File: config.mk
export PLATFORM = sky130hd
export DESIGN_NAME = serial_tx
export DESIGN_NICKNAME = d
export VERILOG_FILES = /design/src/rtl/serial_pkg.sv /design/src/rtl/baud_timer.sv /design/src/rtl/serial_tx.sv
export SDC_FILE = /design/constraint.sdc
export NUM_CORES = 1
export LEC_CHECK = 0
export ABC_AREA = 1
export CAP_MARGIN = 30
export CORE_UTILIZATION = 30
export CTS_CLUSTER_SIZE = 10
export DETAILED_ROUTE_END_ITERATION = 7
export HOLD_SLACK_MARGIN = 0.08
export PLACE_DENSITY = 0.58
export SYNTH_ARGS = -nofsm -noshare
export SYNTH_HDL_FRONTEND = slang
export SYNTH_HIERARCHICAL = 1
export SYNTH_SLANG_ARGS = --single-unit
File: constraint.sdc
create_clock -name i_clk -period 2 [get_ports i_clk]
set_input_delay 0.3 -clock i_clk [delete_from_list [all_inputs] [get_ports i_clk]]
set_output_delay 0.3 -clock i_clk [all_outputs]
set_load 0.05 [all_outputs]
File: src/rtl/serial_pkg.sv
// Shared types and defaults for the byte-serial UART transmitter.
package serial_pkg;

  localparam int unsigned DEFAULT_CLOCKS_PER_BAUD = 104;
  localparam int unsigned DEFAULT_GAP_CLOCKS      = 4;
  localparam int unsigned BAUD_CNT_W              = 16;

  typedef enum logic [2:0] {
    StIdle,
    StStart,
    StData,
    StStop,
    StGap
  } state_e;

endpackage

File: src/rtl/baud_timer.sv
// Reloadable down-counter: ticks when it reaches zero, then reloads to period-1.
module baud_timer
  import serial_pkg::*;
(
  input  logic                  i_clk,
  input  logic                  i_reset,
  input  logic                  i_load,
  input  logic [BAUD_CNT_W-1:0] i_period,
  output logic                  o_tick
);

  logic [BAUD_CNT_W-1:0] count_q, count_d;

  always_comb begin
    count_d = count_q;
    o_tick  = 1'b0;
    if (i_load) begin
      count_d = i_period - BAUD_CNT_W'(1);
    end else if (count_q == '0) begin
      o_tick  = 1'b1;
      count_d = i_period - BAUD_CNT_W'(1);
    end else begin
      count_d = count_q - BAUD_CNT_W'(1);
    end
  end

  always_ff @(posedge i_clk) begin
    if (i_reset) begin
      count_q <= '0;
    end else begin
      count_q <= count_d;
    end
  end

endmodule

File: src/rtl/serial_tx.sv
// 8N1 UART transmitter: latches a byte from the source, pulses o_get_next,
// shifts the byte out LSB first, then holds the line idle for a settling gap.
module serial_tx
  import serial_pkg::*;
#(
  parameter int unsigned CLOCKS_PER_BAUD = DEFAULT_CLOCKS_PER_BAUD,
  parameter int unsigned GAP_CLOCKS      = DEFAULT_GAP_CLOCKS
) (
  input  logic       i_clk,
  input  logic       i_reset,
  input  logic       i_enable,
  input  logic [7:0] i_data,
  output logic       o_get_next,
  output logic       o_busy,
  output logic       o_tx
);

  localparam logic [BAUD_CNT_W-1:0] Period  = BAUD_CNT_W'(CLOCKS_PER_BAUD);
  localparam logic [7:0]            GapLast = 8'(GAP_CLOCKS - 1);

  state_e     state_q, state_d;
  logic [7:0] shift_q, shift_d;
  logic [2:0] bit_idx_q, bit_idx_d;
  logic [7:0] gap_cnt_q, gap_cnt_d;
  logic       tx_q, tx_d;
  logic       get_next_q, get_next_d;
  logic       baud_load;
  logic       baud_tick;

  baud_timer u_baud_timer (
    .i_clk    (i_clk),
    .i_reset  (i_reset),
    .i_load   (baud_load),
    .i_period (Period),
    .o_tick   (baud_tick)
  );

  // tx_d is the line level for the state being entered, so o_tx stays registered.
  always_comb begin
    state_d    = state_q;
    shift_d    = shift_q;
    bit_idx_d  = bit_idx_q;
    gap_cnt_d  = gap_cnt_q;
    tx_d       = tx_q;
    get_next_d = 1'b0;
    baud_load  = 1'b0;
    unique case (state_q)
      StIdle: begin
        tx_d = 1'b1;
        if (i_enable) begin
          shift_d    = i_data;
          get_next_d = 1'b1;
          baud_load  = 1'b1;
          tx_d       = 1'b0;
          state_d    = StStart;
        end
      end
      StStart: begin
        if (baud_tick) begin
          bit_idx_d = 3'd0;
          tx_d      = shift_q[0];
          state_d   = StData;
        end
      end
      StData: begin
        if (baud_tick) begin
          shift_d = {1'b0, shift_q[7:1]};
          if (bit_idx_q == 3'd7) begin
            tx_d    = 1'b1;
            state_d = StStop;
          end else begin
            tx_d      = shift_q[1];
            bit_idx_d = bit_idx_q + 3'd1;
          end
        end
      end
      StStop: begin
        if (baud_tick) begin
          gap_cnt_d = GapLast;
          tx_d      = 1'b1;
          state_d   = StGap;
        end
      end
      StGap: begin
        tx_d = 1'b1;
        if (gap_cnt_q == 8'd0) begin
          state_d = StIdle;
        end else begin
          gap_cnt_d = gap_cnt_q - 8'd1;
        end
      end
      default: begin
        tx_d    = 1'b1;
        state_d = StIdle;
      end
    endcase
  end

  always_ff @(posedge i_clk) begin
    if (i_reset) begin
      state_q    <= StIdle;
      shift_q    <= '0;
      bit_idx_q  <= '0;
      gap_cnt_q  <= '0;
      tx_q       <= 1'b1;
      get_next_q <= 1'b0;
    end else begin
      state_q    <= state_d;
      shift_q    <= shift_d;
      bit_idx_q  <= bit_idx_d;
      gap_cnt_q  <= gap_cnt_d;
      tx_q       <= tx_d;
      get_next_q <= get_next_d;
    end
  end

  assign o_tx       = tx_q;
  assign o_get_next = get_next_q;
  assign o_busy     = (state_q != StIdle);

endmodule

# == Word level (Yosys, flattened, before mapping) ==
# Cells that the tools add are included.
# op_classes
n_addsub,3
n_eq_ne,13
mux,29
n_reduce_logical,13
# ops
operator,count
$mux 8,4
$pmux 8 s2,2
$mux 3,9
$logic_not 16->1,1
$ne 2x2->1 const B,8
$sub 16x1->16 const B,1
$pmux 3 s5,1
$mux 7,2
$mux 1,9
$reduce_and 3->1,3
$logic_not 8->1,1
$sub 8x1->8 const B,1
$eq 3x2->1 const B,2
$eq 3x3->1 const B,2
$pmux 3 s2,1
$reduce_and 6->1,1
$reduce_bool 2->1,3
$pmux 1 s4,1
$reduce_and 4->1,1
$add 3x1->3 const B,1
$eq 3x1->1 const B,1
$logic_not 3->1,1
$reduce_bool 3->1,1
$reduce_or 3->1,1
# totals
register_bits,40
in_bits,11
wordCells,66

# == Logic depth before layout (Yosys ltp) ==
# Gate-level depths: netlist (run 1).
# depth
ltp_word,5
mapped_depth,14
depth_no_buf,14

# == By module ==
# The synthesis (run 1) kept the hierarchy.
# by_module_without_submodules
module,n_inst,cells_each,area_each_um2
baud_timer,1,246,1385.1
serial_tx,1,184,1272.5

# == Worst setup path after synthesis (run 1) ==
# OpenSTA, ideal clock, no wires.
# synth_timing
kind,register -> register
start,register u_baud_timer.count_q[0]
end,register shift_q[3]
setup_time_ns,0.118
t_arrival_ns,1.631
required_time_ns,1.882
slack_ns,0.251
path_stages_with_launch,14
path_buffers,0
period_less_slack_ns,1.749
path_cell_list,dfxtp_1 > inv_1 > ha_1 > inv_1 > nor2_1 > nand2_1 > nor2_1 > nand2_2 > nor2_1 > inv_1 > o21ai_4 > inv_2 > o21ai_1 > a21oi_1
# synth_via
elab_chain_len,5
# synth_lines
item,line_no,text
start: declaration,baud_timer.sv:12,"logic [BAUD_CNT_W-1:0] count_q, count_d;"
start signal: assignment,baud_timer.sv:31,count_q <= count_d;
$logic_not 16->1,baud_timer.sv:19,end else if (count_q == '0) begin
$mux 1,baud_timer.sv:19,
$mux 1,baud_timer.sv:17,if (i_load) begin
via baud_tick,serial_tx.sv:28,logic baud_tick;
$ne 2x2->1 (no line),n/a,
$reduce_and 3->1 (no line),n/a,
end signal: assignment,serial_tx.sv:109,shift_q <= shift_d;
end: declaration,serial_tx.sv:22,"logic [7:0] shift_q, shift_d;"
# The timed path passes the listed nets, and every way through them passes these cells.
# A chain may end at the register's enable or synchronous reset.

# == Worst setup path after layout (run 1) ==
# layout_timing
start,register u_baud_timer.count_q[0]
end,register shift_q[1]
# The elaborated chain is that of the path after synthesis.

==> results of run 1 <==
cells by family after synthesis:
logic type | share of synthesized area
buffers and inverters | 0.0937
other | 0.00283
xor gates and xnor gates | 0.0395
and+or+nand+nor | 0.434
AOI/OAI and AO/OA | 0.0961
DFF | 0.301
adders and majority gates | 0.0330
power groups by stage:
stage	clock network [mW]	registers, mW	logic, mW
detailed placement	0	1.23	1.69
finish	0.717	1.21	1.74
global placement	0	1.23	1.69
floorplan	0	1.23	1.37
CTS	0.743	1.21	1.71
global route	0.772	1.24	2.00
how the worst max path moves through the flow:
stage / cells after the start / slack (ns) / end / start
after floorplan: 13 / 0.25 / shift_q[3]$_SDFFE_PP0P_ / u_baud_timer/count_q[0]$_SDFF_PP0_
after global placement: 9 / 0.09 / shift_q[5]$_SDFFE_PP0P_ / i_enable
after detailed placement: 9 / 0.04 / shift_q[6]$_SDFFE_PP0P_ / i_enable
after CTS: 13 / 0.10 / shift_q[6]$_SDFFE_PP0P_ / u_baud_timer/count_q[0]$_SDFF_PP0_
after global routing: 13 / 0.004 / shift_q[6]$_SDFFE_PP0P_ / u_baud_timer/count_q[0]$_SDFF_PP0_
final: 13 / 0.20 / shift_q[1]$_SDFFE_PP0P_ / u_baud_timer/count_q[0]$_SDFF_PP0_
stage by stage:
step	std cells	worst slack (ns)
after CTS	602	0.102
after detailed placement	594	0.0373
final	605	0.198
after global routing	605	0.00389
after global placement	594	0.0868
after floorplan	480	0.251
area by class of cell:
type	count	area (um2)	area share
Timing Repair Buffer	19	173	0.0533
Clock inverter	1	30.0	0.00928
Multi-Input combinational cell	379	1800	0.557
Tap cell	105	131	0.0406
Inverter	54	203	0.0626
Clock buffer	7	96.3	0.0298
Sequential cell	40	801	0.247
cells in the final DEF, fill, tap and decap left out, types with 3 or more instances in the layout:
cell type                           n
sky130_fd_sc_hd__or2_2              3
sky130_fd_sc_hd__clkdlybuf4s50_1   12
sky130_fd_sc_hd__nand3b_1           6
sky130_fd_sc_hd__ha_1               7
sky130_fd_sc_hd__xor2_1             8
sky130_fd_sc_hd__buf_4              7
sky130_fd_sc_hd__inv_1             50
sky130_fd_sc_hd__nor2_2             8
sky130_fd_sc_hd__nand2_1          113
sky130_fd_sc_hd__nor3_1             3
sky130_fd_sc_hd__xnor2_1            4
sky130_fd_sc_hd__nand3_1           32
sky130_fd_sc_hd__o21ai_1            8
sky130_fd_sc_hd__a21oi_1           16
sky130_fd_sc_hd__clkbuf_8           7
sky130_fd_sc_hd__nand4_1            4
sky130_fd_sc_hd__dfxtp_1           40
sky130_fd_sc_hd__conb_1            52
sky130_fd_sc_hd__nor2_1            83
sky130_fd_sc_hd__nand2_2            3
sky130_fd_sc_hd__inv_2              4
sky130_fd_sc_hd__nor2_4             4
sky130_fd_sc_hd__a31oi_1            3
sky130_fd_sc_hd__o21ai_0           14
worst min-delay path, cell delays in order, from the launching register on:
cell and delay [ns]:
sky130_fd_sc_hd__dfxtp_1 0.31, sky130_fd_sc_hd__inv_1 0.05, sky130_fd_sc_hd__a21oi_1 0.05
registers in the layout, indices dropped and copies added, names as in the netlist:
signal	count
state_q	3
u_baud_timer/count_q	16
gap_cnt_q	8
bit_idx_q	3
o_tx	1
o_get_next	1
shift_q	8
per-layer routing:
layer | global-route usage | routed length (um) | vias up
li1 | - | - | 1428
met1 | 0.160 | 2790 | 1056
met2 | 0.219 | 2570 | 14
met3 | 0.0237 | 95 | 2
met4 | 0.0373 | 39 | 0
met5 | 0 | 0 | -
cell usage after synthesis:
| cell type | count | share of area |
|---|---|---|
| sky130_fd_sc_hd__inv_1 | 50 | 0.071 |
| sky130_fd_sc_hd__nor3_1 | 3 | 0.0056 |
| sky130_fd_sc_hd__ha_1 | 7 | 0.033 |
| sky130_fd_sc_hd__xnor2_1 | 4 | 0.013 |
| sky130_fd_sc_hd__o21ai_0 | 14 | 0.026 |
| sky130_fd_sc_hd__o21ai_1 | 8 | 0.015 |
| sky130_fd_sc_hd__nor2_2 | 8 | 0.019 |
| sky130_fd_sc_hd__buf_2 | 1 | 0.0019 |
| sky130_fd_sc_hd__nand2_2 | 3 | 0.0071 |
| sky130_fd_sc_hd__nand4_2 | 1 | 0.0047 |
| sky130_fd_sc_hd__a31oi_1 | 3 | 0.0071 |
| sky130_fd_sc_hd__dfxtp_1 | 40 | 0.30 |
| sky130_fd_sc_hd__buf_4 | 3 | 0.0085 |
| sky130_fd_sc_hd__o21ai_4 | 2 | 0.012 |
| sky130_fd_sc_hd__nand3_1 | 32 | 0.060 |
| sky130_fd_sc_hd__o31ai_1 | 1 | 0.0028 |
| sky130_fd_sc_hd__conb_1 | 2 | 0.0028 |
| sky130_fd_sc_hd__nand2_1 | 113 | 0.16 |
| sky130_fd_sc_hd__buf_6 | 1 | 0.0042 |
| sky130_fd_sc_hd__nand2_4 | 2 | 0.0085 |
| sky130_fd_sc_hd__xor2_1 | 8 | 0.026 |
| sky130_fd_sc_hd__nor2_4 | 3 | 0.013 |
| sky130_fd_sc_hd__nor2_1 | 84 | 0.12 |
| sky130_fd_sc_hd__nand4_1 | 4 | 0.0094 |
| sky130_fd_sc_hd__clkbuf_1 | 2 | 0.0028 |
| sky130_fd_sc_hd__a21oi_1 | 16 | 0.030 |
| sky130_fd_sc_hd__nand3b_2 | 1 | 0.0042 |
| sky130_fd_sc_hd__o22ai_1 | 1 | 0.0024 |
| sky130_fd_sc_hd__or2_2 | 3 | 0.0071 |
| sky130_fd_sc_hd__nand3b_1 | 6 | 0.017 |
| sky130_fd_sc_hd__inv_2 | 4 | 0.0056 |
what timing repair did:
item	CTS	global route
hold endpoints to repair	0	0
gates resized for setup	1	1
pin swaps	0	1
cloned	0	0
buffers inserted	0	3
endpoints found under the setup margin	1	6
==> impl_results.html, run 1 <==
<table>
<tr><th>Metric</th><th>Value</th></tr>
<tr><th colspan="2">Setup path</th></tr>
<tr><td>Crit-path max cell delay</td><td>0.31 ns</td></tr>
<tr><td>CP max FO</td><td>6</td></tr>
<tr><td>Worst Reg2Reg Path Length in Cells</td><td>13</td></tr>
<tr><td>Ordered list of cells on the worst path</td><td>inv_1, ha_1, inv_1, nor2_1, nand2_1, nor2_1, nand2_2, nor2_4, inv_1, o21ai_4, buf_4, o21ai_0, a31oi_1</td></tr>
<tr><td>Element type at the critical path start</td><td>flip-flop</td></tr>
<tr><td>Data arrival time of the critical path</td><td>2.03 ns</td></tr>
<tr><td>Worst endpoint required time</td><td>2.23 ns</td></tr>
<tr><td>Most used cell, CP</td><td>sky130_fd_sc_hd__inv_1</td></tr>
<tr><td>Setup slack of the most critical reg-to-reg path</td><td>0.20 ns</td></tr>
<tr><td>Total buffers and inverters traversed by the critical path</td><td>4</td></tr>
<tr><td>Beginning of the worst register-to-register path</td><td>u_baud_timer/count_q[0]$_SDFF_PP0_</td></tr>
<tr><td>CP max-delay cell</td><td>sky130_fd_sc_hd__dfxtp_1</td></tr>
<tr><td>Critical path start-end classification</td><td>reg -&gt; reg</td></tr>
<tr><td>Endpoint class of the critical path</td><td>flip-flop</td></tr>
<tr><td>R2r endpoint</td><td>shift_q[1]$_SDFFE_PP0P_</td></tr>
<tr><td>Kind of cell adding the most delay to the critical path</td><td>simple AND/OR/NAND/NOR gates</td></tr>
<tr><th colspan="2">Floorplanning</th></tr>
<tr><td>Height of the die</td><td>96.1 um</td></tr>
<tr><td>Top-Level Pins</td><td>14</td></tr>
<tr><td>Initial cell density of the core</td><td>0.317</td></tr>
<tr><td>Core footprint</td><td>0.00838 mm2</td></tr>
<tr><td>Site row count</td><td>33</td></tr>
<tr><td>Die span in x</td><td>96.1 um</td></tr>
<tr><td>Die ar.</td><td>0.00924 mm2</td></tr>
<tr><th colspan="2">Min path</th></tr>
<tr><td>Class of the worst hold path</td><td>reg -&gt; reg</td></tr>
<tr><td>Worst Min Path Start</td><td>shift_q[3]$_SDFFE_PP0P_</td></tr>
<tr><td>Worst Hold Path EP</td><td>shift_q[3]$_SDFFE_PP0P_</td></tr>
<tr><td>Number of instances on the worst hold path</td><td>2</td></tr>
<tr><th colspan="2">Cells and area</th></tr>
<tr><td>Number of nets in the layout</td><td>517</td></tr>
<tr><td>Number of fillers in the final layout</td><td>905</td></tr>
<tr><td>Ant. Diodes</td><td>0</td></tr>
<tr><td>Final core area utilization</td><td>0.386</td></tr>
<tr><td>Fraction of layout instances using a drive strength above 1</td><td>0.0860</td></tr>
<tr><td>Layout Cell Area excl Fill</td><td>0.00324 mm2</td></tr>
<tr><td>Growth of design area from synthesis to finish</td><td>21.8%</td></tr>
<tr><th colspan="2">Synthesis</th></tr>
<tr><td>Syn_area_per_cell</td><td>6.18 um2</td></tr>
<tr><td>Cell count after synthesis</td><td>430</td></tr>
<tr><td>Post-synthesis cell type count</td><td>31</td></tr>
<tr><td>Fraction of the yosys area taken by sequential cells</td><td>0.301</td></tr>
<tr><td>Total of flip-flops plus latches after synthesis</td><td>40</td></tr>
<tr><td>Post-synthesis instance area</td><td>0.00266 mm2</td></tr>
<tr><td>Number of warnings reported in the yosys synthesis log</td><td>6</td></tr>
<tr><th colspan="2">Global route</th></tr>
<tr><td>Largest net degree at the start of global routing</td><td>23</td></tr>
<tr><td>Number of global-route vias before repair</td><td>2143</td></tr>
<tr><td>Wire length of the first global-routing pass</td><td>9350 um</td></tr>
<tr><td>Total Routing Usage GR</td><td>0.127</td></tr>
<tr><td>Global route overflow</td><td>0</td></tr>
<tr><td>Antenna violations before repair</td><td>0</td></tr>
<tr><th colspan="2">STA</th></tr>
<tr><td>Final hold violations</td><td>0</td></tr>
<tr><td>Final sum of negative setup slack</td><td>0 ns</td></tr>
<tr><td>Final worst path period share</td><td>0.901</td></tr>
<tr><td>Worst slack on hold paths</td><td>0.450 ns</td></tr>
<tr><td>Final setup violation count</td><td>0</td></tr>
<tr><td>Maximum clock frequency</td><td>555 MHz</td></tr>
<tr><td>Number of slew-limit violations in the final report</td><td>0</td></tr>
<tr><td>Unrepaired setup endpoints after global routing</td><td>no</td></tr>
<tr><td>Post-route clock skew</td><td>0.00858 ns</td></tr>
<tr><td>Minimum period implied by the final worst setup slack</td><td>1.80 ns</td></tr>
<tr><th colspan="2">Clock network</th></tr>
<tr><td>TritonCTS clock tree</td><td>done</td></tr>
<tr><td>Number of buffers inserted during clock tree synthesis</td><td>5</td></tr>
<tr><td>Root buffer cell</td><td>sky130_fd_sc_hd__clkbuf_8</td></tr>
<tr><td>Hold buffer count at cts</td><td>0</td></tr>
<tr><td>Clock latency at the later pin of the worst-skew pair</td><td>0.29 ns</td></tr>
<tr><td>CTS H-Tree Depth</td><td>2</td></tr>
<tr><td>Max Buffers Root-to-Sink</td><td>2</td></tr>
<tr><td>Clock transition at path regs</td><td>0.08 ns</td></tr>
<tr><td>Clock Sink Count</td><td>40</td></tr>
<tr><th colspan="2">Place</th></tr>
<tr><td>Cell area after placement</td><td>0.00308 mm2</td></tr>
<tr><td>HPWL reported at the end of detailed placement</td><td>4200 um</td></tr>
<tr><td>Number of I/O port buffers</td><td>13</td></tr>
<tr><td>GP Congestion</td><td>0.838</td></tr>
<tr><th colspan="2">Power</th></tr>
<tr><td>Power consumption</td><td>3.67 mW</td></tr>
<tr><td>Relative contribution of combinational cells to total power</td><td>0.474</td></tr>
<tr><td>Net load switching power</td><td>1.59 mW</td></tr>
<tr><td>Internal power of the cells</td><td>2.08 mW</td></tr>
<tr><td>Max rail drop VDD</td><td>0.420 mV</td></tr>
<tr><td>Sequential Power Share</td><td>0.330</td></tr>
<tr><td>Power Dens Cells</td><td>1130 mW/mm2</td></tr>
<tr><td>Leakage power</td><td>1.59 nW</td></tr>
<tr><td>Proportion of power drawn by the clock network</td><td>0.195</td></tr>
<tr><td>Switching portion of total power</td><td>0.433</td></tr>
<tr><th colspan="2">Drt</th></tr>
<tr><td>Total Routed Length</td><td>5490 um</td></tr>
<tr><td>Antenna Nets Post-Route</td><td>0</td></tr>
<tr><td>Vias after detailed routing</td><td>2500</td></tr>
<tr><td>Post-route DRC violation count</td><td>0</td></tr>
<tr><td>Initial DRC count</td><td>102</td></tr>
<tr><td>Vias per cell</td><td>4.13</td></tr>
<tr><td>1st-pass router iterations</td><td>6</td></tr>
<tr><td>Routed wire length per instance</td><td>9.08 um</td></tr>
<tr><th colspan="2">Status</th></tr>
<tr><td>Outcome</td><td>completed</td></tr>
<tr><th colspan="2">Flow run</th></tr>
<tr><td>Number of max-cap violations</td><td>0</td></tr>
</table>
Note: power is estimated with default switching activity, not from simulation.
==> inputs of run 2 (changes only) <==
--- a/config.mk
+++ b/config.mk
@@ -5,7 +5,6 @@
 export SDC_FILE = /design/constraint.sdc
 export NUM_CORES = 1
 export LEC_CHECK = 0
-export ABC_AREA = 1
 export CAP_MARGIN = 30
 export CORE_UTILIZATION = 30
 export CTS_CLUSTER_SIZE = 10
==> run 2 against run 1 <==
Against the previous run: critical path depth decreased by 4; critical endpoint is now bit_idx_q[0]$_SDFFE_PP0P_; register-to-register slack got worse by 0.27 ns; highest routed layer unchanged; clock power grew 1%; utilization is 3.4 points higher; wire length decreased by 7.9%; cell count is 20% lower; combinational power is 67% lower; clock skew fell by 0.0039 ns; the flow now finishes with violations (negative setup slack); final area grew 1.2%; sequential share of layout area down 0.23 points; global-route usage about the same.
==> impl_results.html, run 2 <==
<table>
<tr><th>Metric</th><th>Value</th></tr>
<tr><th colspan="2">Setup path</th></tr>
<tr><td>Data arrival time of the critical path</td><td>2.31 ns</td></tr>
<tr><td>Number of logic stages on the critical path including buffering</td><td>9</td></tr>
<tr><td>Critical path start-end classification</td><td>reg -&gt; reg</td></tr>
<tr><td>CP max-delay cell</td><td>sky130_fd_sc_hd__or4_4</td></tr>
<tr><td>Ordered list of cells on the worst path</td><td>or4_4, nor4_4, nand4b_1, nor2_4, buf_4, nand2_1, nor4_1, buf_4, mux2_2</td></tr>
<tr><td>Worst endpoint required time</td><td>2.24 ns</td></tr>
<tr><td>Kind of cell adding the most delay to the critical path</td><td>simple AND/OR/NAND/NOR gates</td></tr>
<tr><td>Beginning of the critical path</td><td>u_baud_timer/count_q[11]$_SDFF_PP0_</td></tr>
<tr><td>Most used cell, CP</td><td>sky130_fd_sc_hd__buf_4</td></tr>
<tr><td>CP max FO</td><td>4</td></tr>
<tr><td>Endpoint class of the critical path</td><td>flip-flop</td></tr>
<tr><td>Total buffers and inverters traversed by the critical path</td><td>2</td></tr>
<tr><td>Worst Reg2Reg Path Length in Cells</td><td>9</td></tr>
<tr><td>Beginning of the worst register-to-register path</td><td>u_baud_timer/count_q[11]$_SDFF_PP0_</td></tr>
<tr><td>Crit-path max cell delay</td><td>0.55 ns</td></tr>
<tr><td>R2r endpoint</td><td>bit_idx_q[0]$_SDFFE_PP0P_</td></tr>
<tr><td>Element type at the critical path start</td><td>flip-flop</td></tr>
<tr><td>Critical path capture point</td><td>bit_idx_q[0]$_SDFFE_PP0P_</td></tr>
<tr><td>Setup slack of the most critical reg-to-reg path</td><td>-0.07 ns</td></tr>
<tr><th colspan="2">Global route</th></tr>
<tr><td>Number of global-route vias before repair</td><td>1924</td></tr>
<tr><td>Total Routing Usage GR</td><td>0.127</td></tr>
<tr><td>Wire length of the first global-routing pass</td><td>8830 um</td></tr>
<tr><td>Global route overflow</td><td>0</td></tr>
<tr><td>Largest net degree at the start of global routing</td><td>33</td></tr>
<tr><td>Antenna violations before repair</td><td>0</td></tr>
<tr><th colspan="2">Synthesis</th></tr>
<tr><td>Count of flip-flops with a built-in enable after synthesis</td><td>0</td></tr>
<tr><td>Post-synthesis instance area</td><td>0.00246 mm2</td></tr>
<tr><td>Synth area leaders</td><td>sky130_fd_sc_hd__dfxtp_1 33%, sky130_fd_sc_hd__nor2_1 7.2%, sky130_fd_sc_hd__xor2_1 5.3%</td></tr>
<tr><td>Cell type with the largest total area after synthesis</td><td>sky130_fd_sc_hd__dfxtp_1</td></tr>
<tr><td>Leading post-synthesis cells by instance count</td><td>47 x sky130_fd_sc_hd__nor2_1, 40 x sky130_fd_sc_hd__dfxtp_1, 20 x sky130_fd_sc_hd__nand2_1, 17 x sky130_fd_sc_hd__inv_1</td></tr>
<tr><td>Fraction of synthesis flops using an asynchronous set or reset pin</td><td>0</td></tr>
<tr><td>Cell count after synthesis</td><td>294</td></tr>
<tr><td>Ys flop type</td><td>sky130_fd_sc_hd__dfxtp_1</td></tr>
<tr><td>Total of flip-flops plus latches after synthesis</td><td>40</td></tr>
<tr><td>Post-synthesis cell type count</td><td>55</td></tr>
<tr><td>Most frequently used cell type in the post-synthesis netlist</td><td>sky130_fd_sc_hd__nor2_1</td></tr>
<tr><td>Number of warnings reported in the yosys synthesis log</td><td>6</td></tr>
<tr><td>Syn_area_per_cell</td><td>8.36 um2</td></tr>
<tr><td>Fraction of the yosys area taken by sequential cells</td><td>0.326</td></tr>
<tr><td>Synth top area share</td><td>0.326</td></tr>
<tr><th colspan="2">STA</th></tr>
<tr><td>Number of slew-limit violations in the final report</td><td>0</td></tr>
<tr><td>Final setup violation count</td><td>12</td></tr>
<tr><td>Final worst slack</td><td>-0.0694 ns</td></tr>
<tr><td>Minimum period implied by the final worst setup slack</td><td>2.07 ns</td></tr>
<tr><td>Unrepaired setup endpoints after global routing</td><td>yes</td></tr>
<tr><td>Maximum clock frequency</td><td>483 MHz</td></tr>
<tr><td>Final sum of negative setup slack</td><td>-0.337 ns</td></tr>
<tr><td>Remaining max-slew budget at the tightest pin</td><td>0.607</td></tr>
<tr><td>Final hold violations</td><td>0</td></tr>
<tr><td>Final worst path period share</td><td>1.03</td></tr>
<tr><td>Post-route clock skew</td><td>0.00468 ns</td></tr>
<tr><td>Tightest Pin Transition</td><td>0.585 ns</td></tr>
<tr><th colspan="2">Drt</th></tr>
<tr><td>Vias after detailed routing</td><td>2164</td></tr>
<tr><td>Initial DRC count</td><td>52</td></tr>
<tr><td>Vias per cell</td><td>4.46</td></tr>
<tr><td>Total Routed Length</td><td>5060 um</td></tr>
<tr><td>Post-route DRC violation count</td><td>0</td></tr>
<tr><td>1st-pass router iterations</td><td>4</td></tr>
<tr><td>Antenna Nets Post-Route</td><td>0</td></tr>
<tr><td>Routed wire length per instance</td><td>10.4 um</td></tr>
<tr><th colspan="2">Cells and area</th></tr>
<tr><td>Largest regs</td><td>u_baud_timer/count_q: 16 flops, gap_cnt_q: 8 flops, shift_q: 8 flops</td></tr>
<tr><td>Ant. Diodes</td><td>0</td></tr>
<tr><td>Final core area utilization</td><td>0.420</td></tr>
<tr><td>Reg area</td><td>803 um2</td></tr>
<tr><td>Most frequent cells in the layout</td><td>54 x sky130_fd_sc_hd__conb_1, 46 x sky130_fd_sc_hd__nor2_1, 38 x sky130_fd_sc_hd__dfxtp_1</td></tr>
<tr><td>Largest register FFs</td><td>16</td></tr>
<tr><td>Number of nets in the layout</td><td>400</td></tr>
<tr><td>Largest reg by FF count</td><td>u_baud_timer/count_q</td></tr>
<tr><td>Multi-input gate area</td><td>0.00174 mm2</td></tr>
<tr><td>Growth of design area from synthesis to finish</td><td>33.4%</td></tr>
<tr><td>Non-Filler Instances</td><td>485</td></tr>
<tr><td>Fraction of layout instances using a drive strength above 1</td><td>0.185</td></tr>
<tr><td>Number of fillers in the final layout</td><td>822</td></tr>
<tr><td>Leading cell type in the layout, fill and taps excluded</td><td>sky130_fd_sc_hd__conb_1</td></tr>
<tr><th colspan="2">Flow run</th></tr>
<tr><td>Number of max-cap violations</td><td>0</td></tr>
<tr><th colspan="2">Clock network</th></tr>
<tr><td>Clock transition at path regs</td><td>0.08 ns</td></tr>
<tr><td>Clock Sink Count</td><td>40</td></tr>
<tr><td>Max Buffers Root-to-Sink</td><td>2</td></tr>
<tr><td>CTS H-Tree Depth</td><td>2</td></tr>
<tr><td>Number of buffers inserted during clock tree synthesis</td><td>5</td></tr>
<tr><td>Clock latency at the later pin of the worst-skew pair</td><td>0.29 ns</td></tr>
<tr><td>Root buffer cell</td><td>sky130_fd_sc_hd__clkbuf_8</td></tr>
<tr><td>TritonCTS clock tree</td><td>done</td></tr>
<tr><th colspan="2">Place</th></tr>
<tr><td>Number of I/O port buffers</td><td>13</td></tr>
<tr><td>Number of placed instances, taps included</td><td>474</td></tr>
<tr><td>HPWL reported at the end of detailed placement</td><td>3860 um</td></tr>
<tr><td>GP Congestion</td><td>0.734</td></tr>
<tr><th colspan="2">Floorplanning</th></tr>
<tr><td>Height of the die</td><td>92.5 um</td></tr>
<tr><td>Core footprint</td><td>0.00781 mm2</td></tr>
<tr><td>Die span in x</td><td>92.5 um</td></tr>
<tr><td>Initial cell density of the core</td><td>0.315</td></tr>
<tr><td>Top-Level Pins</td><td>14</td></tr>
<tr><td>Die ar.</td><td>0.00856 mm2</td></tr>
<tr><td>Site row count</td><td>32</td></tr>
<tr><th colspan="2">Power</th></tr>
<tr><td>Power consumption</td><td>2.21 mW</td></tr>
<tr><td>Power Dens Cells</td><td>674 mW/mm2</td></tr>
<tr><td>Internal power of the cells</td><td>1.59 mW</td></tr>
<tr><td>Switching portion of total power</td><td>0.282</td></tr>
<tr><td>Proportion of power drawn by the clock network</td><td>0.328</td></tr>
<tr><td>Relative contribution of combinational cells to total power</td><td>0.259</td></tr>
<tr><td>Max rail drop VDD</td><td>0.370 mV</td></tr>
<tr><td>Leakage power</td><td>1.39 nW</td></tr>
<tr><td>Net load switching power</td><td>0.623 mW</td></tr>
<tr><td>Sequential Power Share</td><td>0.413</td></tr>
<tr><th colspan="2">Status</th></tr>
<tr><td>Failing checks</td><td>negative setup slack</td></tr>
<tr><td>Outcome</td><td>complete, but fails checks</td></tr>
<tr><th colspan="2">Min path</th></tr>
<tr><td>Class of the worst hold path</td><td>reg -&gt; reg</td></tr>
</table>
run 2: cell count changes after synthesis, moves of 7 or more:
| cell | change |
|---|---|
| sky130_fd_sc_hd__inv_1 | -33 |
| sky130_fd_sc_hd__nor3_1 | +7 |
| sky130_fd_sc_hd__o21ai_0 | -12 |
| sky130_fd_sc_hd__a32oi_1 | +7 |
| sky130_fd_sc_hd__a21oi_1 | -12 |
| sky130_fd_sc_hd__xor2_1 | +7 |
| sky130_fd_sc_hd__a211oi_1 | +15 |
| sky130_fd_sc_hd__o22ai_1 | +7 |
| sky130_fd_sc_hd__nand2_1 | -93 |
| sky130_fd_sc_hd__nand3_1 | -29 |
| sky130_fd_sc_hd__nor2_1 | -37 |
| sky130_fd_sc_hd__o21ai_1 | -8 |
| sky130_fd_sc_hd__nor2_2 | -7 |
run 2: what timing repair did:
| action | CTS | global route |
|---|---|---|
| resized for setup | 3 | 3 |
| hold endpoints to repair | 0 | 0 |
| hold buffers | 0 | 0 |
| buffers inserted | 3 | 0 |
| pin swaps | 8 | 7 |
| setup endpoints to repair | 16 | 23 |
run 2: area by class of cell:
| class | instances | area share |
|---|---|---|
| multi-input combinational | 272 | 0.531 |
| sequential | 40 | 0.245 |
| inverter | 17 | 0.0195 |
| timing repair buffer | 46 | 0.127 |
| tap | 102 | 0.0389 |
| clock buffer | 7 | 0.0294 |
| clock inverter | 1 | 0.00916 |
run 2: worst register-to-register path, delay by kind of cell, from the launching register on:
| family | cells | cell delay [ns] |
|---|---|---|
| flip-flops | 1 | 0.31 |
| buffers and inverters | 2 | 0.31 |
| multiplexers | 1 | 0.13 |
| AND/OR/NAND/NOR | 6 | 1.28 |
run 2: kinds of logic (layout without fill, tap and decap cells):
| kind of cell | count (synthesis) | count (layout) | share of synthesized area |
|---|---|---|---|
| fa+ha+maj | 7 | 7 | 0.0356 |
| simple gates | 125 | 125 | 0.294 |
| buf+inv | 34 | 71 | 0.0586 |
| xor+xnor | 25 | 25 | 0.0891 |
| other cells | 2 | 54 | 0.00306 |
| mux | 5 | 5 | 0.0209 |
| flops | 40 | 40 | 0.326 |
| compound gates | 56 | 56 | 0.173 |
run 2: how the worst min path moves through the flow:
stage / startpoint / to / cells past startpoint
3_5_place_dp: bit_idx_q[2]$_SDFFE_PP0P_ / bit_idx_q[2]$_SDFFE_PP0P_ / 1
2_1_floorplan: i_data[7] / shift_q[7]$_SDFFE_PP0P_ / 2
4_1_cts: bit_idx_q[2]$_SDFFE_PP0P_ / bit_idx_q[2]$_SDFFE_PP0P_ / 1
3_3_place_gp: bit_idx_q[2]$_SDFFE_PP0P_ / bit_idx_q[2]$_SDFFE_PP0P_ / 1
6_report: bit_idx_q[2]$_SDFFE_PP0P_ / bit_idx_q[2]$_SDFFE_PP0P_ / 1
5_1_grt: bit_idx_q[2]$_SDFFE_PP0P_ / bit_idx_q[2]$_SDFFE_PP0P_ / 1
run 2: power groups by stage:
stage	clock [mW]	sequential, mW	combinational (mW)
after floorplan	0	0.950	0.349
after global placement	0	0.929	0.557
after detailed placement	0	0.931	0.559
after CTS	0.747	0.913	0.566
after global routing	0.775	0.923	0.638
final	0.724	0.912	0.573
run 2: routing by layer:
layer	up-vias	global-route usage	part of all wire	wire [um]
met5	-	0	0	0
met2	19	0.208	0.47	2390
li1	1173	-	-	-
met3	4	0.0246	0.021	104
met4	0	0.0352	0.0089	45
met1	968	0.169	0.50	2520
run 2: stage by stage:
step	cell area [um2]	hold slack, ns	worst slack (ns)
floorplan	2680	0.439	-0.185
global placement	3100	0.470	-0.0680
detailed placement	3100	0.477	-0.120
CTS	3260	0.494	-0.0852
global route	3280	0.517	-0.236
finish	3280	0.488	-0.0694
==> inputs of run 3 (changes only) <==
--- a/config.mk
+++ b/config.mk
@@ -6,12 +6,14 @@
 export NUM_CORES = 1
 export LEC_CHECK = 0
 export CAP_MARGIN = 30
+export CORE_MARGIN = 8
 export CORE_UTILIZATION = 30
 export CTS_CLUSTER_SIZE = 10
 export DETAILED_ROUTE_END_ITERATION = 7
 export HOLD_SLACK_MARGIN = 0.08
-export PLACE_DENSITY = 0.58
+export PLACE_DENSITY = 0.59
 export SYNTH_ARGS = -nofsm -noshare
 export SYNTH_HDL_FRONTEND = slang
 export SYNTH_HIERARCHICAL = 1
 export SYNTH_SLANG_ARGS = --single-unit
+export TNS_END_PERCENT = 30
==> constraint.sdc (replaced) <==
create_clock -name i_clk -period 1.7 [get_ports i_clk]
set_input_delay 0.255 -clock i_clk [delete_from_list [all_inputs] [get_ports i_clk]]
set_output_delay 0.255 -clock i_clk [all_outputs]
set_load 0.05 [all_outputs]
==> run 3 against run 2 <==
Against the previous run: the run still ends with negative setup slack left; largest cell class unchanged; global-route usage shrank 2.8 points; clock power is 18% lower; cell count up 3.3%.
==> impl_results.html, run 3 (synthesis gave the netlist of run 2 again) <==
<table>
<tr><th>Metric</th><th>Value</th></tr>
<tr><th colspan="2">Status</th></tr>
<tr><td>Outcome</td><td>complete, but fails checks</td></tr>
<tr><td>Failing checks</td><td>negative setup slack</td></tr>
<tr><th colspan="2">STA</th></tr>
<tr><td>Final hold violations</td><td>0</td></tr>
<tr><td>Maximum clock frequency</td><td>484 MHz</td></tr>
<tr><td>Number of slew-limit violations in the final report</td><td>0</td></tr>
<tr><td>Unrepaired setup endpoints after global routing</td><td>yes</td></tr>
<tr><td>Final setup violation count</td><td>36</td></tr>
<tr><td>Post-route clock skew</td><td>0.00766 ns</td></tr>
<tr><td>Final worst slack</td><td>-0.367 ns</td></tr>
<tr><td>Minimum period implied by the final worst setup slack</td><td>2.07 ns</td></tr>
<tr><td>Final worst path period share</td><td>1.22</td></tr>
<tr><th colspan="2">Clock network</th></tr>
<tr><td>Number of buffers inserted during clock tree synthesis</td><td>5</td></tr>
<tr><td>TritonCTS clock tree</td><td>done</td></tr>
<tr><td>CTS H-Tree Depth</td><td>2</td></tr>
<tr><td>Clock Sink Count</td><td>40</td></tr>
<tr><td>Hold buffer count at cts</td><td>0</td></tr>
<tr><td>Max Buffers Root-to-Sink</td><td>2</td></tr>
<tr><td>Root buffer cell</td><td>sky130_fd_sc_hd__clkbuf_8</td></tr>
<tr><td>Clock latency at the later pin of the worst-skew pair</td><td>0.29 ns</td></tr>
<tr><td>Clock transition at path regs</td><td>0.08 ns</td></tr>
<tr><th colspan="2">Cells and area</th></tr>
<tr><td>Ant. Diodes</td><td>0</td></tr>
<tr><td>Multi-input gate area</td><td>0.00183 mm2</td></tr>
<tr><td>Leading cell type in the layout, fill and taps excluded</td><td>sky130_fd_sc_hd__conb_1</td></tr>
<tr><td>Most frequent cells in the layout</td><td>54 x sky130_fd_sc_hd__conb_1, 44 x sky130_fd_sc_hd__buf_4, 41 x sky130_fd_sc_hd__nor2_1</td></tr>
<tr><td>Growth of design area from synthesis to finish</td><td>39.4%</td></tr>
<tr><td>Fraction of layout instances using a drive strength above 1</td><td>0.253</td></tr>
<tr><td>Largest regs</td><td>u_baud_timer/count_q: 16 flops, gap_cnt_q: 8 flops, shift_q: 8 flops</td></tr>
<tr><td>Number of fillers in the final layout</td><td>825</td></tr>
<tr><td>Largest register FFs</td><td>16</td></tr>
<tr><td>Final core area utilization</td><td>0.423</td></tr>
<tr><td>Reg area</td><td>803 um2</td></tr>
<tr><td>Number of nets in the layout</td><td>414</td></tr>
<tr><td>Largest reg by FF count</td><td>u_baud_timer/count_q</td></tr>
<tr><th colspan="2">Drt</th></tr>
<tr><td>Antenna Nets Post-Route</td><td>0</td></tr>
<tr><td>1st-pass router iterations</td><td>4</td></tr>
<tr><td>Routed wire length on met3</td><td>191 um</td></tr>
<tr><td>Vias after detailed routing</td><td>2242</td></tr>
<tr><td>Total Routed Length</td><td>5370 um</td></tr>
<tr><td>Post-route DRC violation count</td><td>0</td></tr>
<tr><td>Routed wire length per instance</td><td>10.7 um</td></tr>
<tr><td>WL met2</td><td>2590 um</td></tr>
<tr><td>Vias per cell</td><td>4.48</td></tr>
<tr><td>Length of routed wiring on met1</td><td>2530 um</td></tr>
<tr><td>Highest metal layer used by the detailed router</td><td>met4</td></tr>
<tr><td>Initial DRC count</td><td>80</td></tr>
<tr><th colspan="2">Power</th></tr>
<tr><td>Power Dens Cells</td><td>723 mW/mm2</td></tr>
<tr><td>Net load switching power</td><td>0.776 mW</td></tr>
<tr><td>Relative contribution of combinational cells to total power</td><td>0.330</td></tr>
<tr><td>Sequential Power Share</td><td>0.429</td></tr>
<tr><td>Max rail drop VDD</td><td>0.281 mV</td></tr>
<tr><td>Internal power of the cells</td><td>1.70 mW</td></tr>
<tr><td>Switching portion of total power</td><td>0.314</td></tr>
<tr><td>Proportion of power drawn by the clock network</td><td>0.241</td></tr>
<tr><td>Leakage power</td><td>1.45 nW</td></tr>
<tr><td>Power consumption</td><td>2.48 mW</td></tr>
<tr><th colspan="2">Floorplanning</th></tr>
<tr><td>Die span in x</td><td>107 um</td></tr>
<tr><td>Top-Level Pins</td><td>14</td></tr>
<tr><td>Initial cell density of the core</td><td>0.304</td></tr>
<tr><td>Height of the die</td><td>107 um</td></tr>
<tr><td>Core footprint</td><td>0.00809 mm2</td></tr>
<tr><td>Die ar.</td><td>0.0113 mm2</td></tr>
<tr><td>Site row count</td><td>33</td></tr>
<tr><th colspan="2">Global route</th></tr>
<tr><td>Total Routing Usage GR</td><td>0.0987</td></tr>
<tr><td>Global route overflow</td><td>0</td></tr>
<tr><td>Wire length of the first global-routing pass</td><td>9500 um</td></tr>
<tr><td>Number of global-route vias before repair</td><td>2148</td></tr>
<tr><td>Antenna violations before repair</td><td>0</td></tr>
<tr><td>Largest net degree at the start of global routing</td><td>31</td></tr>
<tr><th colspan="2">Setup path</th></tr>
<tr><td>Endpoint class of the critical path</td><td>flip-flop</td></tr>
<tr><td>Critical path start-end classification</td><td>reg -&gt; reg</td></tr>
<tr><td>Ordered list of cells on the worst path</td><td>or4_4, nor4_4, nand4b_1, nor2_4, and4b_1, or2_4, nor2_1, a31o_1</td></tr>
<tr><td>CP max FO</td><td>4</td></tr>
<tr><td>Worst endpoint required time</td><td>1.89 ns</td></tr>
<tr><td>Element type at the critical path start</td><td>flip-flop</td></tr>
<tr><td>Data arrival time of the critical path</td><td>2.26 ns</td></tr>
<tr><td>CP max-delay cell</td><td>sky130_fd_sc_hd__or4_4</td></tr>
<tr><td>Crit-path max cell delay</td><td>0.55 ns</td></tr>
<tr><th colspan="2">Place</th></tr>
<tr><td>Number of I/O port buffers</td><td>13</td></tr>
<tr><td>GP Congestion</td><td>0.747</td></tr>
<tr><td>HPWL reported at the end of detailed placement</td><td>4070 um</td></tr>
<tr><th colspan="2">Flow run</th></tr>
<tr><td>Number of max-cap violations</td><td>0</td></tr>
<tr><th colspan="2">Min path</th></tr>
<tr><td>Class of the worst hold path</td><td>reg -&gt; reg</td></tr>
</table>
run 3: what timing repair did:
action,CTS,global route
endpoints found under the hold margin,0,0
gates resized for setup,18,6
pin swaps,7,3
setup buffers,2,0
setup endpoints to repair,39,39
run 3: critical path, delay by kind of cell (launching register included):
kind	cells	cell delay, ns
and+or+nand+nor	7	1.47
DFF	1	0.31
AOI/OAI and AO/OA	1	0.20
run 3: stage by stage:
| stage | hold slack (ns) | setup slack, ns | cells | area [um2] | setup TNS [ns] |
|---|---|---|---|---|---|
| CTS | 0.505 | -0.367 | 501 | 3400 | -7.20 |
| finish | 0.498 | -0.367 | 501 | 3430 | -6.99 |
| detailed placement | 0.482 | -0.440 | 492 | 3230 | -8.50 |
| floorplan | 0.394 | -0.506 | 346 | 2680 | -7.18 |
| global route | 0.538 | -0.477 | 501 | 3430 | -11.37 |
| global placement | 0.471 | -0.381 | 492 | 3230 | -7.28 |
run 3: routing by layer:
| metal | global-route usage | vias up |
|---|---|---|
| li1 | - | 1194 |
| met1 | 0.116 | 1019 |
| met4 | 0.0362 | 0 |
| met2 | 0.172 | 23 |
| met3 | 0.0212 | 6 |
| met5 | 0 | - |
run 3: power by group through the flow:
| stage | Combinational [mW] | Clock [mW] | Sequential, mW |
|---|---|---|---|
| after global placement | 0.729 | 0 | 1.08 |
| final | 0.816 | 0.597 | 1.06 |
| after global routing | 0.895 | 0.658 | 1.07 |
| after CTS | 0.791 | 0.619 | 1.06 |
| after detailed placement | 0.732 | 0 | 1.08 |
| after floorplan | 0.411 | 0 | 1.12 |
run 3: layout make-up:
class / count / area share
multi-input combinational: 272 / 0.535
sequential: 40 / 0.234
timing repair buffer: 60 / 0.150
tap: 105 / 0.0383
clock buffer: 6 / 0.0212
inverter: 17 / 0.0186
clock inverter: 1 / 0.00146
run 3: path summary, 6_finish.rpt:
check	depth (start not counted)	to	slack, ns	start
setup / recovery	8	gap_cnt_q[3]$_SDFFE_PP0P_	-0.37	u_baud_timer/count_q[11]$_SDFF_PP0_
hold / removal	1	bit_idx_q[1]$_SDFFE_PP0P_	0.50	bit_idx_q[1]$_SDFFE_PP0P_
setup reg to reg	8	gap_cnt_q[3]$_SDFFE_PP0P_	-0.37	u_baud_timer/count_q[11]$_SDFF_PP0_
hold reg to reg	1	bit_idx_q[1]$_SDFFE_PP0P_	0.50	bit_idx_q[1]$_SDFFE_PP0P_
